<file path="src/rtl/decoder_pkg.sv">
// ---------------------------------------------------------------------------
// decoder_pkg
//   Shared definitions for the sequenced N-to-2**N decoder:
//     - dec_state_e : FSM state encoding (IDLE / HOLD / SWEEP)
//     - MAX_N       : largest supported select width
//     - MAX_DWELL   : largest supported dwell length in cycles
//     - DWELL_CNT_W : dwell counter width, sized to hold MAX_DWELL-1
// ---------------------------------------------------------------------------
package decoder_pkg;

    localparam int MAX_N       = 8;
    localparam int MAX_DWELL   = 255;
    localparam int DWELL_CNT_W = $clog2(MAX_DWELL + 1);

    typedef enum logic [1:0] {
        ST_IDLE  = 2'd0,
        ST_HOLD  = 2'd1,
        ST_SWEEP = 2'd2
    } dec_state_e;

endpackage

</file>
<file path="src/rtl/decoder_dwell_timer.sv">
// ---------------------------------------------------------------------------
// decoder_dwell_timer
//   Counts cycles while a sweep is running and emits a one-cycle step pulse
//   every DWELL cycles, telling the decoder to advance its index.
//
//   Ports:
//     clk   in  1  clock, rising edge
//     rst   in  1  asynchronous active-high reset, clears the count
//     clear in  1  restart the dwell from zero (load); overrides run
//     run   in  1  count this cycle
//     step  out 1  high on the cycle the DWELL-th count completes
// ---------------------------------------------------------------------------
module decoder_dwell_timer
    import decoder_pkg::*;
#(
    parameter int DWELL = 4
)
(
    input  logic clk,
    input  logic rst,
    input  logic clear,
    input  logic run,
    output logic step
);

    if (DWELL < 1 || DWELL > MAX_DWELL) begin : g_bad_dwell
        $error("decoder_dwell_timer: DWELL out of range");
    end

    localparam logic [DWELL_CNT_W-1:0] LAST = DWELL_CNT_W'(DWELL - 1);

    logic [DWELL_CNT_W-1:0] cnt_q;
    logic [DWELL_CNT_W-1:0] cnt_d;
    logic                   at_last;

    assign at_last = (cnt_q == LAST);

    // A clear in the same cycle means the dwell is being restarted, so the
    // pending step must not fire.
    assign step = run && !clear && at_last;

    always_comb begin
        cnt_d = cnt_q;
        if (clear) begin
            cnt_d = '0;
        end else if (run) begin
            cnt_d = at_last ? '0 : cnt_q + DWELL_CNT_W'(1);
        end
    end

    always_ff @(posedge clk or posedge rst) begin
        if (rst) begin
            cnt_q <= '0;
        end else begin
            cnt_q <= cnt_d;
        end
    end

endmodule

</file>
<file path="src/rtl/decoder_nto2n_seq.sv">
// ---------------------------------------------------------------------------
// decoder_nto2n_seq
//   Registered N-to-2**N decoder with a hold mode and an automatic sweep.
//   A select word accepted in IDLE/HOLD is decoded and held; sweep_start
//   walks the decoded index 0,1,..,2**N-1,0,.. holding each for DWELL
//   cycles until sweep_stop freezes it.
//
//   Build option: define DECODER_ACTIVE_LOW_EN for a one-cold output with an
//   all-ones inactive pattern; otherwise the output is one-hot with an
//   all-zeros inactive pattern.
//
//   Ports:
//     clk         in  1      clock, rising edge
//     rst         in  1      asynchronous active-high reset
//     en          in  1      output enable; 0 shows the inactive pattern
//     in_valid    in  1      select word offered
//     in_ready    out 1      select word can be accepted (not sweeping)
//     in          in  N      select index
//     sweep_start in  1      pulse: start or restart the sweep
//     sweep_stop  in  1      pulse: stop the sweep (wins over start)
//     out         out 2**N   registered decode
//     out_valid   out 1      out carries a decoded value
//     busy        out 1      registered, high while sweeping
// ---------------------------------------------------------------------------
module decoder_nto2n_seq
    import decoder_pkg::*;
#(
    parameter int N     = 2,
    parameter int DWELL = 4
)
(
    input  logic            clk,
    input  logic            rst,
    input  logic            en,
    input  logic            in_valid,
    output logic            in_ready,
    input  logic [N-1:0]    in,
    input  logic            sweep_start,
    input  logic            sweep_stop,
    output logic [2**N-1:0] out,
    output logic            out_valid,
    output logic            busy
);

    if (N < 1 || N > MAX_N) begin : g_bad_n
        $error("decoder_nto2n_seq: N out of range");
    end

    localparam int OUT_W = 2**N;

`ifdef DECODER_ACTIVE_LOW_EN
    localparam logic [OUT_W-1:0] INACTIVE = '1;
`else
    localparam logic [OUT_W-1:0] INACTIVE = '0;
`endif

    function automatic logic [OUT_W-1:0] decode(input logic [N-1:0] sel);
        logic [OUT_W-1:0] hot;
        hot = OUT_W'(1) << sel;
`ifdef DECODER_ACTIVE_LOW_EN
        return ~hot;
`else
        return hot;
`endif
    endfunction

    dec_state_e        state_q;
    dec_state_e        state_d;
    logic [N-1:0]      idx_q;
    logic [N-1:0]      idx_d;
    logic [OUT_W-1:0]  out_q;
    logic [OUT_W-1:0]  out_d;
    logic              out_valid_q;
    logic              out_valid_d;
    logic              busy_q;
    logic              busy_d;

    logic              start_req;
    logic              accept;
    logic              timer_clear;
    logic              timer_run;
    logic              dwell_step;

    // Stop beats start whenever both are pulsed together.
    assign start_req = sweep_start && !sweep_stop;

    assign in_ready  = (state_q != ST_SWEEP);

    // A sweep_start in the same cycle swallows the offered word even though
    // in_ready still reads 1.
    assign accept    = in_valid && in_ready && !sweep_start;

    assign timer_run = (state_q == ST_SWEEP);

    decoder_dwell_timer #(
        .DWELL (DWELL)
    ) u_dwell (
        .clk   (clk),
        .rst   (rst),
        .clear (timer_clear),
        .run   (timer_run),
        .step  (dwell_step)
    );

    // Next-state and index selection
    always_comb begin
        state_d     = state_q;
        idx_d       = idx_q;
        timer_clear = 1'b0;
        case (state_q)
            ST_IDLE, ST_HOLD: begin
                if (start_req) begin
                    state_d     = ST_SWEEP;
                    idx_d       = '0;
                    timer_clear = 1'b1;
                end else if (accept) begin
                    state_d     = ST_HOLD;
                    idx_d       = in;
                end
            end
            ST_SWEEP: begin
                if (sweep_stop) begin
                    // Freeze at the index currently shown; a step due this
                    // cycle is discarded.
                    state_d     = ST_HOLD;
                    timer_clear = 1'b1;
                end else if (sweep_start) begin
                    idx_d       = '0;
                    timer_clear = 1'b1;
                end else if (dwell_step) begin
                    // N-bit addition wraps 2**N-1 back to 0 by itself.
                    idx_d       = idx_q + N'(1);
                end
            end
            default: begin
                state_d     = ST_IDLE;
                idx_d       = '0;
                timer_clear = 1'b1;
            end
        endcase
    end

    // Output stage: computed from the next state so out follows the index
    // with one register of latency and en takes effect on the next edge.
    always_comb begin
        out_valid_d = en && (state_d != ST_IDLE);
        out_d       = out_valid_d ? decode(idx_d) : INACTIVE;
        busy_d      = (state_d == ST_SWEEP);
    end

    always_ff @(posedge clk or posedge rst) begin
        if (rst) begin
            state_q     <= ST_IDLE;
            idx_q       <= '0;
            out_q       <= INACTIVE;
            out_valid_q <= 1'b0;
            busy_q      <= 1'b0;
        end else begin
            state_q     <= state_d;
            idx_q       <= idx_d;
            out_q       <= out_d;
            out_valid_q <= out_valid_d;
            busy_q      <= busy_d;
        end
    end

    assign out       = out_q;
    assign out_valid = out_valid_q;
    assign busy      = busy_q;

endmodule
</file>
<file path="config.mk">
export PLATFORM = sky130hd
export DESIGN_NAME = decoder_nto2n_seq
export DESIGN_NICKNAME = d
export VERILOG_FILES = /design/src/rtl/decoder_pkg.sv /design/src/rtl/decoder_dwell_timer.sv /design/src/rtl/decoder_nto2n_seq.sv
export SDC_FILE = /design/constraint.sdc
export NUM_CORES = 1
export LEC_CHECK = 0
export BUFFER_PORTS_ARGS = -buffer_cell sky130_fd_sc_hd__buf_2
export CORE_ASPECT_RATIO = 1.25
export CORE_MARGIN = 3
export CORE_UTILIZATION = 25
export CTS_CLUSTER_DIAMETER = 120
export DETAILED_ROUTE_END_ITERATION = 10
export HOLD_SLACK_MARGIN = 0.02
export PLACE_DENSITY_LB_ADDON = 0.05
export SYNTH_ARGS = -nofsm -noshare
export SYNTH_HDL_FRONTEND = slang
export SYNTH_SLANG_ARGS = --single-unit
</file>
<file path="constraint.sdc">
create_clock -name clk -period 1.4 [get_ports clk]
set_input_delay 0.28 -clock clk [delete_from_list [all_inputs] [get_ports clk]]
set_output_delay 0.28 -clock clk [all_outputs]
set_load 0.005 [all_outputs]
</file>
==> out/results.ini <==
[yosys]
synth_top_area_share_pct = 48.2
synth_cell_types = 34
synthFlopType = dfrtp_1
yosys.area.top_type = dfrtp_1
synth_nets = 96
yosys_warnings = 0
synth_edf_count = 0
synth_area_leaders = dfrtp_1, nand2_1, o21ai_0
yosysSeqAreaShare_pct = 48.2
ys_ff_latch = 18
syn_inst = 87
syn_area_per_cell_sq_um = 10.7
synthArstFlopShare_pct = 100
syn_area_sq_um = 935

[clocking]
clock_latency_ns = 0.25
clock-sinks = 18
postCtsHoldBufs = 0
cts_tree = done
root_buffer = clkbuf_8
cts_buffers = 3
clk_path_buf_depth = 2
path_clk_slew_ns = 0.07
htreeDepth = 1

[die]
start_util_pct = 26.4
ios = 15
core_sq_mm = 0.00354
die-area_sq_mm = 0.00451
die_h_um = 74.4
num_rows = 24
die-width_um = 60.7

[global_routing]
grt_overflow_total = 0
grt_pass1_vias = 925
grtUsageTotal_pct = 12.2
antenna_found_initial = 0
grt_pass1_wl_um = 4020
grt_max_degree = 19

[setup_path]
crit_type = flop to flop
cp_top_family = simple AND/OR/NAND/NOR gates
crit_path_end_kind = flop
crit_path_max_incr_delay_ns = 0.36
critPathRequiredTime_ns = 1.58
crit_arrival_ns = 1.74
critPathSlowestCell = dfrtp_1
crit_path_cell_trace = ha_2 > nor4b_4 > nand3_1 > xor2_1 > o22ai_2 > nor3b_2
path_buf_inv = 0
cp_max_fo = 5
crit_path_start_kind = flop

[finish]
area_growth_syn_to_layout_pct = 53.9
layout_commonest_cell = buf_4
stdcell_count = 176
final_cell_area_sq_mm = 0.00144
fin_nets = 147
layout_common_cells = buf_4, dfrtp_1, buf_2
drive_gt1_share_pct = 54.7
n_antenna_cell = 0

[drt]
drtIter0Drc = 19
detail_route.wirelength_um = 2360
drc_errors = 0
ant_nets = 0
num_vias = 834
wl_per_cell_um = 13.4
vias_per_cell = 4.74
drt_pre_antenna_iters = 4

[pwr]
power_density_mw_per_mm2 = 880
ir_drop_uv = 292
finalPower_w = 0.00127
cellLeakagePower_nw = 0.682

[place]
dp_hpwl_um = 1730
place.gp.congestion = 0.680
pre_cts_ws_ns = -0.232
dp_cells = 163
numPortBuffers = 14
placed_area_sq_mm = 0.00124

[timing]
finalCritPeriodShare_pct = 112
rsz0062_at_grt = true
worstMarginPinSlew_ns = 0.320
period_minus_slack_ns = 1.57
maxSlewHeadroom_pct = 78.5
clock-skew-final_ns = 0.000683
finalHoldViolations = 0
maxSlewViolCount = 0
fmax_mhz = 639
setup_viol = 12
final.setup.tns_ns = -1.43
finalWorstSetupSlack_ns = -0.165

[run]
cap_violations = 0

[outcome]
status = complete, but fails checks
violations = negative setup slack

[worst_hold_path]
hp-class = primary input to asynchronous set/reset pin

[registers in the layout (all words and copies together), names as in the netlist]
signal / cells
out_valid: 1
out: 4
state_q: 2
idx_q: 2
u_dwell.cnt_q: 8
busy: 1
[what timing repair did]
item,in CTS,in global routing
setup endpoints to repair,14,14
pin swaps,8,6
hold endpoints to repair,0,0
buffers inserted,4,5
gates cloned,1,0
gates resized for setup,10,10
[final cells by class]
class | count | area (sq um)
sequential | 18 | 452
clock buffer | 4 | 55.1
timing repair buffer | 46 | 340
fill | 359 | 2100
tap | 39 | 48.8
inverter | 3 | 11.3
multi-input combinational | 66 | 532
[kinds of logic after synthesis]
kind of cell | count (synthesis) | share of synthesized area (%)
DFF | 18 | 48.2
AOI/OAI and AO/OA | 20 | 15.8
xor gates and xnor gates | 3 | 2.81
muxes | 2 | 2.14
and+or+nand+nor | 39 | 27.3
adders and majority gates | 1 | 1.34
buffers and inverters | 4 | 2.41
[tightest hold or removal path, stage by stage]
cell and delay, ns:
buf_2 0.09, inv_1 0.04, buf_4 0.25
[where the power goes]
part / internal (W) / leakage (nW) / switching [W]
Clock: 0.000249 / 0.0288 / 0.000169
Combinational: 0.000151 / 0.411 / 0.000121
Sequential: 0.000552 / 0.242 / 0.0000243
[per-layer routing]
layer  vias to the layer above  wire length [um]  global-route usage, %  part of all wire, %
li1                        415                 -                      -                    -
met1                       404               995                   13.1                   42
met2                        13              1280                   22.4                   54
met3                         2                60                   2.26                  2.5
met4                         0                23                   5.78                 0.98
met5                         -                 0                      0                    0
[final timing paths]
kind                               endpoint  slack [ns]              from  cells after the start
max                                  out[2]       -0.17  u_dwell.cnt_q[0]                      6
min                                idx_q[1]        0.04               rst                      3
max reg2reg                          out[2]       -0.17  u_dwell.cnt_q[0]                      6
min reg2reg                u_dwell.cnt_q[0]        0.58  u_dwell.cnt_q[0]                      2
max in group asynchronous        state_q[0]        1.14               rst                      3
min in group clk                  out_valid        0.32                en                      3
[cells in the mapped netlist, types with 2 or more instances]
cell / number
nor2b_1: 3
mux2i_1: 2
nor3_1: 2
nand2b_1: 2
o22ai_2: 2
o31ai_1: 3
o21ai_0: 6
nand3_1: 4
nand2_1: 10
xor2_1: 2
nor2_1: 5
inv_2: 2
and3_1: 2
o21ai_1: 4
dfrtp_1: 18
nor3b_2: 2
[per-stage QoR]
stage,util (%),hold slack (ns)
global placement,34.9,0.312
finish,40.6,0.0362
global route,40.6,0.0690
CTS,39.0,0.0427
detailed placement,34.9,0.319
floorplan,-,0.219
No activity file was read; power rests on OpenSTA's default activity.
